[src/rtl/alu_mdu_decoder_if.sv]
// Execute-stage bus between the datapath and the ALU-control / mul-div unit.
// master: datapath side (drives instruction fields and operands).
// slave : alu_mdu_decoder (returns ALU control, stall and HI/LO readback).
// Parameters: W = operand and HI/LO width, CW = ALUControl width.
interface alu_mdu_decoder_if #(
  parameter int unsigned W  = 32,
  parameter int unsigned CW = 4
);
  logic          InstrValid;
  logic [1:0]    ALUOp;
  logic [5:0]    Funct;
  logic [W-1:0]  SrcA;
  logic [W-1:0]  SrcB;
  logic [CW-1:0] ALUControl;
  logic          Illegal;
  logic          Stall;
  logic          HiLoSel;
  logic [W-1:0]  HiLoOut;

  modport master (
    output InstrValid, ALUOp, Funct, SrcA, SrcB,
    input  ALUControl, Illegal, Stall, HiLoSel, HiLoOut
  );

  modport slave (
    input  InstrValid, ALUOp, Funct, SrcA, SrcB,
    output ALUControl, Illegal, Stall, HiLoSel, HiLoOut
  );
endinterface

[src/rtl/alu_mdu_decoder.sv]
// ALU control decoder with HI/LO registers and an iterative mul/div sequencer.
// Ports:
//   clk    - system clock
//   rst_n  - synchronous active-low reset
//   bus    - alu_mdu_decoder_if.slave: InstrValid/ALUOp/Funct/SrcA/SrcB in,
//            ALUControl/Illegal/Stall/HiLoSel/HiLoOut out (combinational)
// Macro MDU_DIV_EN: when defined, DIV/DIVU run on a restoring divider;
// when undefined the divider is absent and DIV/DIVU decode as illegal.
module alu_mdu_decoder #(
  parameter int unsigned W  = 32,
  parameter int unsigned CW = 4
) (
  input  logic             clk,
  input  logic             rst_n,
  alu_mdu_decoder_if.slave bus
);

  localparam int unsigned CNTW = $clog2(W);
  localparam int unsigned PW   = 2 * W;

  typedef enum logic [1:0] {S_IDLE, S_BUSY, S_DONE} state_t;

  state_t          r_state;
  state_t          w_state_nxt;
  logic [CNTW-1:0] r_cnt;
  logic [W-1:0]    r_hi;
  logic [W-1:0]    r_lo;
  logic [W-1:0]    r_acc_hi;
  logic [W-1:0]    r_acc_lo;
  logic [W-1:0]    r_opd;
  logic            r_neg_lo;
`ifdef MDU_DIV_EN
  logic            r_is_div;
  logic            r_neg_hi;
`endif

  logic [3:0]      w_alu_ctl;
  logic            w_illegal;
  logic            w_mul;
  logic            w_div;
  logic            w_sgn;
  logic            w_mfhi;
  logic            w_mflo;
  logic            w_mthi;
  logic            w_mtlo;
  logic            w_stall;
  logic            w_start;
  logic            w_hilo_rd;
  logic            w_last;
  logic            w_sa;
  logic            w_sb;
  logic [W-1:0]    w_abs_a;
  logic [W-1:0]    w_abs_b;
  logic [W:0]      w_add;
  logic [W-1:0]    w_step_hi;
  logic [W-1:0]    w_step_lo;
  logic [PW-1:0]   w_prod;
  logic [PW-1:0]   w_prod_fix;
  logic [W-1:0]    w_fix_hi;
  logic [W-1:0]    w_fix_lo;
`ifdef MDU_DIV_EN
  logic [W:0]      w_shift;
  logic [W+1:0]    w_diff;
  logic [W-1:0]    w_quo_fix;
  logic [W-1:0]    w_rem_fix;
`endif

  // Instruction decode: ALU control word plus HI/LO and mul/div op flags.
  always_comb begin
    w_alu_ctl = 4'b0010;
    w_illegal = 1'b0;
    w_mul     = 1'b0;
    w_div     = 1'b0;
    w_sgn     = 1'b0;
    w_mfhi    = 1'b0;
    w_mflo    = 1'b0;
    w_mthi    = 1'b0;
    w_mtlo    = 1'b0;
    case (bus.ALUOp)
      2'b00: w_alu_ctl = 4'b0010;
      2'b01: w_alu_ctl = 4'b0110;
      2'b10: begin
        case (bus.Funct)
          6'b100000: w_alu_ctl = 4'b0010;
          6'b100010: w_alu_ctl = 4'b0110;
          6'b100100: w_alu_ctl = 4'b0000;
          6'b100101: w_alu_ctl = 4'b0001;
          6'b100110: w_alu_ctl = 4'b0011;
          6'b100111: w_alu_ctl = 4'b0100;
          6'b101010: w_alu_ctl = 4'b0111;
          6'b101011: w_alu_ctl = 4'b0101;
          6'b010000: w_mfhi = 1'b1;
          6'b010001: w_mthi = 1'b1;
          6'b010010: w_mflo = 1'b1;
          6'b010011: w_mtlo = 1'b1;
          6'b011000: begin w_mul = 1'b1; w_sgn = 1'b1; end
          6'b011001: w_mul = 1'b1;
`ifdef MDU_DIV_EN
          6'b011010: begin w_div = 1'b1; w_sgn = 1'b1; end
          6'b011011: w_div = 1'b1;
`endif
          default: begin w_alu_ctl = 4'b0000; w_illegal = 1'b1; end
        endcase
      end
      default: begin w_alu_ctl = 4'b0000; w_illegal = 1'b1; end
    endcase
  end

  // Operand magnitudes for the signed ops; signs are reapplied at the end.
  always_comb begin
    w_sa    = w_sgn & bus.SrcA[W-1];
    w_sb    = w_sgn & bus.SrcB[W-1];
    w_abs_a = w_sa ? (~bus.SrcA + W'(1)) : bus.SrcA;
    w_abs_b = w_sb ? (~bus.SrcB + W'(1)) : bus.SrcB;
  end

  // One iteration: shift-add multiply (acc_lo holds multiplier) or restoring
  // divide (acc_lo holds dividend shifting out / quotient shifting in).
  always_comb begin
    w_add     = r_acc_lo[0] ? ({1'b0, r_acc_hi} + {1'b0, r_opd}) : {1'b0, r_acc_hi};
    w_step_hi = w_add[W:1];
    w_step_lo = {w_add[0], r_acc_lo[W-1:1]};
`ifdef MDU_DIV_EN
    w_shift = {r_acc_hi, r_acc_lo[W-1]};
    w_diff  = {1'b0, w_shift} - {2'b00, r_opd};
    if (r_is_div) begin
      // Divisor 0 never borrows: quotient all ones, remainder = dividend.
      w_step_hi = w_diff[W+1] ? w_shift[W-1:0] : w_diff[W-1:0];
      w_step_lo = {r_acc_lo[W-2:0], ~w_diff[W+1]};
    end
`endif
  end

  // Sign fix-up of the final iteration's result, written to HI/LO on entry to DONE.
  always_comb begin
    w_prod     = {w_step_hi, w_step_lo};
    w_prod_fix = r_neg_lo ? (~w_prod + PW'(1)) : w_prod;
    w_fix_hi   = w_prod_fix[PW-1:W];
    w_fix_lo   = w_prod_fix[W-1:0];
`ifdef MDU_DIV_EN
    w_quo_fix = r_neg_lo ? (~w_step_lo + W'(1)) : w_step_lo;
    w_rem_fix = r_neg_hi ? (~w_step_hi + W'(1)) : w_step_hi;
    if (r_is_div) begin
      w_fix_hi = w_rem_fix;
      w_fix_lo = w_quo_fix;
    end
`endif
  end

  // State register.
  always_ff @(posedge clk) begin
    if (!rst_n) r_state <= S_IDLE;
    else        r_state <= w_state_nxt;
  end

  // Next state and sequencer control.
  always_comb begin
    w_state_nxt = r_state;
    w_stall     = 1'b0;
    w_start     = 1'b0;
    w_hilo_rd   = 1'b0;
    w_last      = 1'b0;
    case (r_state)
      S_IDLE: begin
        w_hilo_rd = 1'b1;
        if (bus.InstrValid && (w_mul || w_div)) begin
          w_start     = 1'b1;
          w_stall     = 1'b1;
          w_state_nxt = S_BUSY;
        end
      end
      S_BUSY: begin
        w_stall = 1'b1;
        if (r_cnt == CNTW'(W - 1)) begin
          w_last      = 1'b1;
          w_state_nxt = S_DONE;
        end
      end
      S_DONE: begin
        // Held mul/div instruction retires here; it must not restart.
        w_hilo_rd   = 1'b1;
        w_state_nxt = S_IDLE;
      end
      default: w_state_nxt = S_IDLE;
    endcase
  end

  // Datapath registers: operand latch, iteration, HI/LO update.
  always_ff @(posedge clk) begin
    if (!rst_n) begin
      r_cnt    <= '0;
      r_hi     <= '0;
      r_lo     <= '0;
      r_acc_hi <= '0;
      r_acc_lo <= '0;
      r_opd    <= '0;
      r_neg_lo <= 1'b0;
`ifdef MDU_DIV_EN
      r_is_div <= 1'b0;
      r_neg_hi <= 1'b0;
`endif
    end else if (w_start) begin
      r_cnt    <= '0;
      r_acc_hi <= '0;
      r_acc_lo <= w_abs_b;
      r_opd    <= w_abs_a;
      r_neg_lo <= w_sa ^ w_sb;
`ifdef MDU_DIV_EN
      r_is_div <= w_div;
      r_neg_hi <= w_sa;
      if (w_div) begin
        r_acc_lo <= w_abs_a;
        r_opd    <= w_abs_b;
      end
`endif
    end else if (r_state == S_BUSY) begin
      r_cnt    <= r_cnt + CNTW'(1);
      r_acc_hi <= w_step_hi;
      r_acc_lo <= w_step_lo;
      if (w_last) begin
        r_hi <= w_fix_hi;
        r_lo <= w_fix_lo;
      end
    end else if (r_state == S_IDLE && bus.InstrValid) begin
      if (w_mthi) r_hi <= bus.SrcA;
      if (w_mtlo) r_lo <= bus.SrcA;
    end
  end

  // Outputs.
  always_comb begin
    bus.ALUControl = CW'(w_alu_ctl);
    bus.Illegal    = bus.InstrValid & w_illegal;
    bus.Stall      = w_stall;
    bus.HiLoSel    = bus.InstrValid & w_hilo_rd & (w_mfhi | w_mflo);
    bus.HiLoOut    = '0;
    if (bus.HiLoSel) bus.HiLoOut = w_mfhi ? r_hi : r_lo;
  end

endmodule

[src/flat_wrapper.sv]
// flat-port wrapper written by rule: the top's interface ports become plain ports
module alu_mdu_decoder_flat 
#(
  parameter int unsigned W  = 32,
  parameter int unsigned CW = 4
)
  (clk, rst_n, bus_InstrValid, bus_ALUOp, bus_Funct, bus_SrcA, bus_SrcB, bus_ALUControl, bus_Illegal, bus_Stall, bus_HiLoSel, bus_HiLoOut);
  alu_mdu_decoder_if #(.W(W), .CW(CW)) bus_i ();
  input  logic clk;
  input  logic rst_n;
  input wire logic [$bits(bus_i.InstrValid)-1:0] bus_InstrValid;
  input wire logic [$bits(bus_i.ALUOp)-1:0] bus_ALUOp;
  input wire logic [$bits(bus_i.Funct)-1:0] bus_Funct;
  input wire logic [$bits(bus_i.SrcA)-1:0] bus_SrcA;
  input wire logic [$bits(bus_i.SrcB)-1:0] bus_SrcB;
  output wire logic [$bits(bus_i.ALUControl)-1:0] bus_ALUControl;
  output wire logic [$bits(bus_i.Illegal)-1:0] bus_Illegal;
  output wire logic [$bits(bus_i.Stall)-1:0] bus_Stall;
  output wire logic [$bits(bus_i.HiLoSel)-1:0] bus_HiLoSel;
  output wire logic [$bits(bus_i.HiLoOut)-1:0] bus_HiLoOut;
  assign bus_i.InstrValid = bus_InstrValid;
  assign bus_i.ALUOp = bus_ALUOp;
  assign bus_i.Funct = bus_Funct;
  assign bus_i.SrcA = bus_SrcA;
  assign bus_i.SrcB = bus_SrcB;
  assign bus_ALUControl = bus_i.ALUControl;
  assign bus_Illegal = bus_i.Illegal;
  assign bus_Stall = bus_i.Stall;
  assign bus_HiLoSel = bus_i.HiLoSel;
  assign bus_HiLoOut = bus_i.HiLoOut;
  alu_mdu_decoder #(.W(W), .CW(CW)) u_core (.clk(clk), .rst_n(rst_n), .bus(bus_i));
endmodule
[config.mk]
export PLATFORM = sky130hd
export DESIGN_NAME = alu_mdu_decoder_flat
export DESIGN_NICKNAME = d
export VERILOG_FILES = /design/src/rtl/alu_mdu_decoder_if.sv /design/src/rtl/alu_mdu_decoder.sv /design/src/flat_wrapper.sv
export SDC_FILE = /design/constraint.sdc
export NUM_CORES = 1
export LEC_CHECK = 0
export CAP_MARGIN = 20
export CORE_UTILIZATION = 35
export DETAILED_ROUTE_END_ITERATION = 10
export GPL_ROUTABILITY_DRIVEN = 1
export SKIP_CTS_REPAIR_TIMING = 1
export SYNTH_ARGS = -nofsm -noshare
export SYNTH_HDL_FRONTEND = slang
export SYNTH_SLANG_ARGS = --single-unit
export TNS_END_PERCENT = 100
[constraint.sdc]
create_clock -name clk -period 4.5 [get_ports clk]
set_input_delay 0.9 -clock clk [delete_from_list [all_inputs] [get_ports clk]]
set_output_delay 0.9 -clock clk [all_outputs]
set_load 0.02 [all_outputs]
==> out/qor.yml <==
status: "finished clean"
critPathKind: "input pin to primary output"
synth_most_common_cell: "nand2_1"
p_clk_share_pct: 46.6
grt_pass1_wl_um: 66800
pwr-share-comb_pct: 9.2
yosysUniqueCellTypes: 107
cts_tree: "yes"
finalCritPeriodShare_pct: 97.1
slew_headroom_pct: 44.5
p_sw_mw: 0.820
synth_edf_count: 0
clkLatencyLatePin_ns: 0.44
finalHoldViolations: 0
worstPathCellList: "clkdlybuf4s50_1 > nor2b_1 > nand2b_1 > or3_4 > or3_4 > buf_4 > a21oi_1 > clkdlybuf4s50_1"
regArea_sq_um: 3370
critPathLaunchType: "input pin"
r2r_setup_slack_ns: 0.37
p_int_mw: 2.57
syn_to_final_growth_pct: 18.5
syn-num-nets: 1866
power_density_nw_per_um2: 227
slowest_stage: "clkdlybuf4s50_1"
utilization_pct: 42.0
htreeDepth: 4
min_to: "u_core.r_opd[18]"
vias_per_cell: 5.63
r2r-start: "u_core.r_acc_hi[0]"
leakage_nw: 5.95
drt_iter0_markers: 924
synthArstFlopShare_pct: 0
grt_util_all_layers_pct: 23.3
drc_errors: 0
pwr-share-seq_pct: 44.2
synth_area_sq_um: 12600
tightest_slew_ns: 0.832
drv_slew: 0
die_area_sq_um: 36700
yosys_warnings: 0
drt-total-wl_um: 42600
multiInputGateArea_sq_um: 8610
timing.fmax_mhz: 229
via_count: 12900
grt_overflow: 0
grt_max_degree: 159
syn_inst: 1753
switching_share_pct: 24.2
busiest_layer: "met2"
seq_area_frac_synth_pct: 26.7
met3_usage_pct: 3.31
core_area_sq_um: 35500
syn_avg_cell_area_sq_um: 7.18
crit_path_end_kind: "primary output"
final-setup-viol-count: 0
worstPathArrival_ns: 3.47
drive_above_1_share_pct: 7.97
start_util_pct: 35.5
n_fill_cell: 3614
nets: 1931
diodes: 0
ant_nets: 0
power_mw: 3.39
dp_hpwl_um: 31800
layout_min_cycle_time_ns: 4.37
numCtsBuffers: 17
rr_worst_depth: 14
dr.pass1.iters: 5
gp_congestion: 0.918
die_x_um: 192
ys_ff_latch: 168
post-synth-top-area-fraction_pct: 26.7
clk_pin_slew_ns: 0.06
critPathTopFamily: "buffers and inverters"
rsz0062_at_grt: "false"
io_pins: 114
synth_area_leader_cell: "dfxtp_1"
finalClockSkew_ns: 0.00792
grt_pass1_vias: 12100
synth-main-ff-cell: "dfxtp_1"
crit_required_ns: 3.60
row_count: 69
hold_path.class: "flop to flop"
critical_path.max_fanout: 12
numPortBuffers: 112
irDropWorstVdd_mv: 0.253
die_h_um: 192
maxCapViolCount: 0
r2r-end: "u_core.r_hi[29]"
wl_per_cell_um: 18.6
antenna_found_initial: 0
synth_commonest_cells: "nand2_1, a21oi_1, nor2_1"
clockBufferDepth: 2
use_met2_pct: 37.8
grtUsageMet1_pct: 31.2
synthTopCellsByArea: "dfxtp_1, nand2_1, a21oi_1"
clkSinkCount: 168
critPathMaxStageDelay_ns: 0.61
critPathBufInv: 3
holdPathStages: 2
cts-root-buf: "clkbuf_16"
hp-start: "u_core.r_opd[18]"
per-layer routing:
metal	part of all wire (%)	wire length, um	vias to the layer above
met4	2.9	1230	0
li1	-	-	6421
met3	4.4	1860	58
met2	46	19500	340
met1	47	20000	6080
met5	0	0	-
logic make-up (layout without fill, tap and decap cells):
group / count (synthesis) / after routing / synth area share [%]
simple gates: 716 / 716 / 26.5
buf+inv: 145 / 223 / 5.11
other cells: 1 / 1 / 0.0298
fa+ha+maj: 38 / 38 / 3.84
mux: 18 / 18 / 1.51
xor+xnor: 128 / 128 / 8.91
flops: 168 / 168 / 26.7
compound gates: 539 / 539 / 27.4
state kept, by name, indices dropped and copies added (netlist names):
register / flops
u_core.r_hi: 32
u_core.r_opd: 32
u_core.r_state: 2
u_core.r_acc_lo: 32
u_core.r_neg_lo: 1
u_core.r_acc_hi: 32
u_core.r_cnt: 5
u_core.r_lo: 32
cells in the final DEF (no fill, tap or decap), types with 25 or more instances in the layout:
cell type,instances
o21ai_0,85
inv_1,25
xnor2_1,71
dlymetal6s2s_1,28
clkdlybuf4s50_1,84
nor2_1,173
buf_4,49
ha_1,37
nand3_1,30
a21oi_1,220
dfxtp_1,166
xor2_1,57
nand2_1,319
a211oi_1,42
nor3_1,42
worst max-delay path by stage:
| stage | start | end | slack, ns | cells past startpoint |
|---|---|---|---|---|
| floorplan | u_core.r_acc_hi[0] | u_core.r_hi[28] | 0.98 | 13 |
| global placement | bus_ALUOp[1] | bus_HiLoOut[21] | 0.02 | 8 |
| detailed placement | bus_ALUOp[1] | bus_HiLoOut[30] | -0.05 | 8 |
| CTS | bus_ALUOp[1] | bus_HiLoOut[30] | -0.08 | 8 |
| global route | bus_ALUOp[1] | bus_HiLoOut[1] | 0.006 | 8 |
| finish | bus_ALUOp[1] | bus_HiLoOut[11] | 0.13 | 8 |
power groups by stage:
stage / logic, mW / registers, mW / clock network [mW]
2_1_floorplan: 0.147 / 1.53 / 0
3_3_place_gp: 0.307 / 1.53 / 0
3_5_place_dp: 0.308 / 1.53 / 0
4_1_cts: 0.309 / 1.50 / 1.59
5_1_grt: 0.337 / 1.50 / 1.65
6_report: 0.313 / 1.50 / 1.58
per-stage QoR:
step	instances	setup TNS [ns]	hold slack (ns)	area [sq um]	worst slack [ns]
6_report	2292	0	0.460	14900	0.130
5_1_grt	2292	0	0.483	14900	0.00637
4_1_cts	2292	-1.16	0.461	14800	-0.0757
3_5_place_dp	2260	-0.623	0.452	14200	-0.0549
3_3_place_gp	2260	0	0.445	14200	0.0210
2_1_floorplan	1753	0	0.436	12600	0.983
final cells by class:
class	instances	area share, %
tap	461	3.87
clock buffer	21	3.02
sequential	168	22.6
timing repair buffer	165	11.0
multi-input combinational	1440	57.7
inverter	26	0.663
clock inverter	11	1.16
worst min-delay path, stage by stage (launching register included):
cell and delay (ns):
dfxtp_1 0.31, nand2_1 0.05, a21oi_1 0.05
Note: power is estimated with default switching activity, not from simulation.
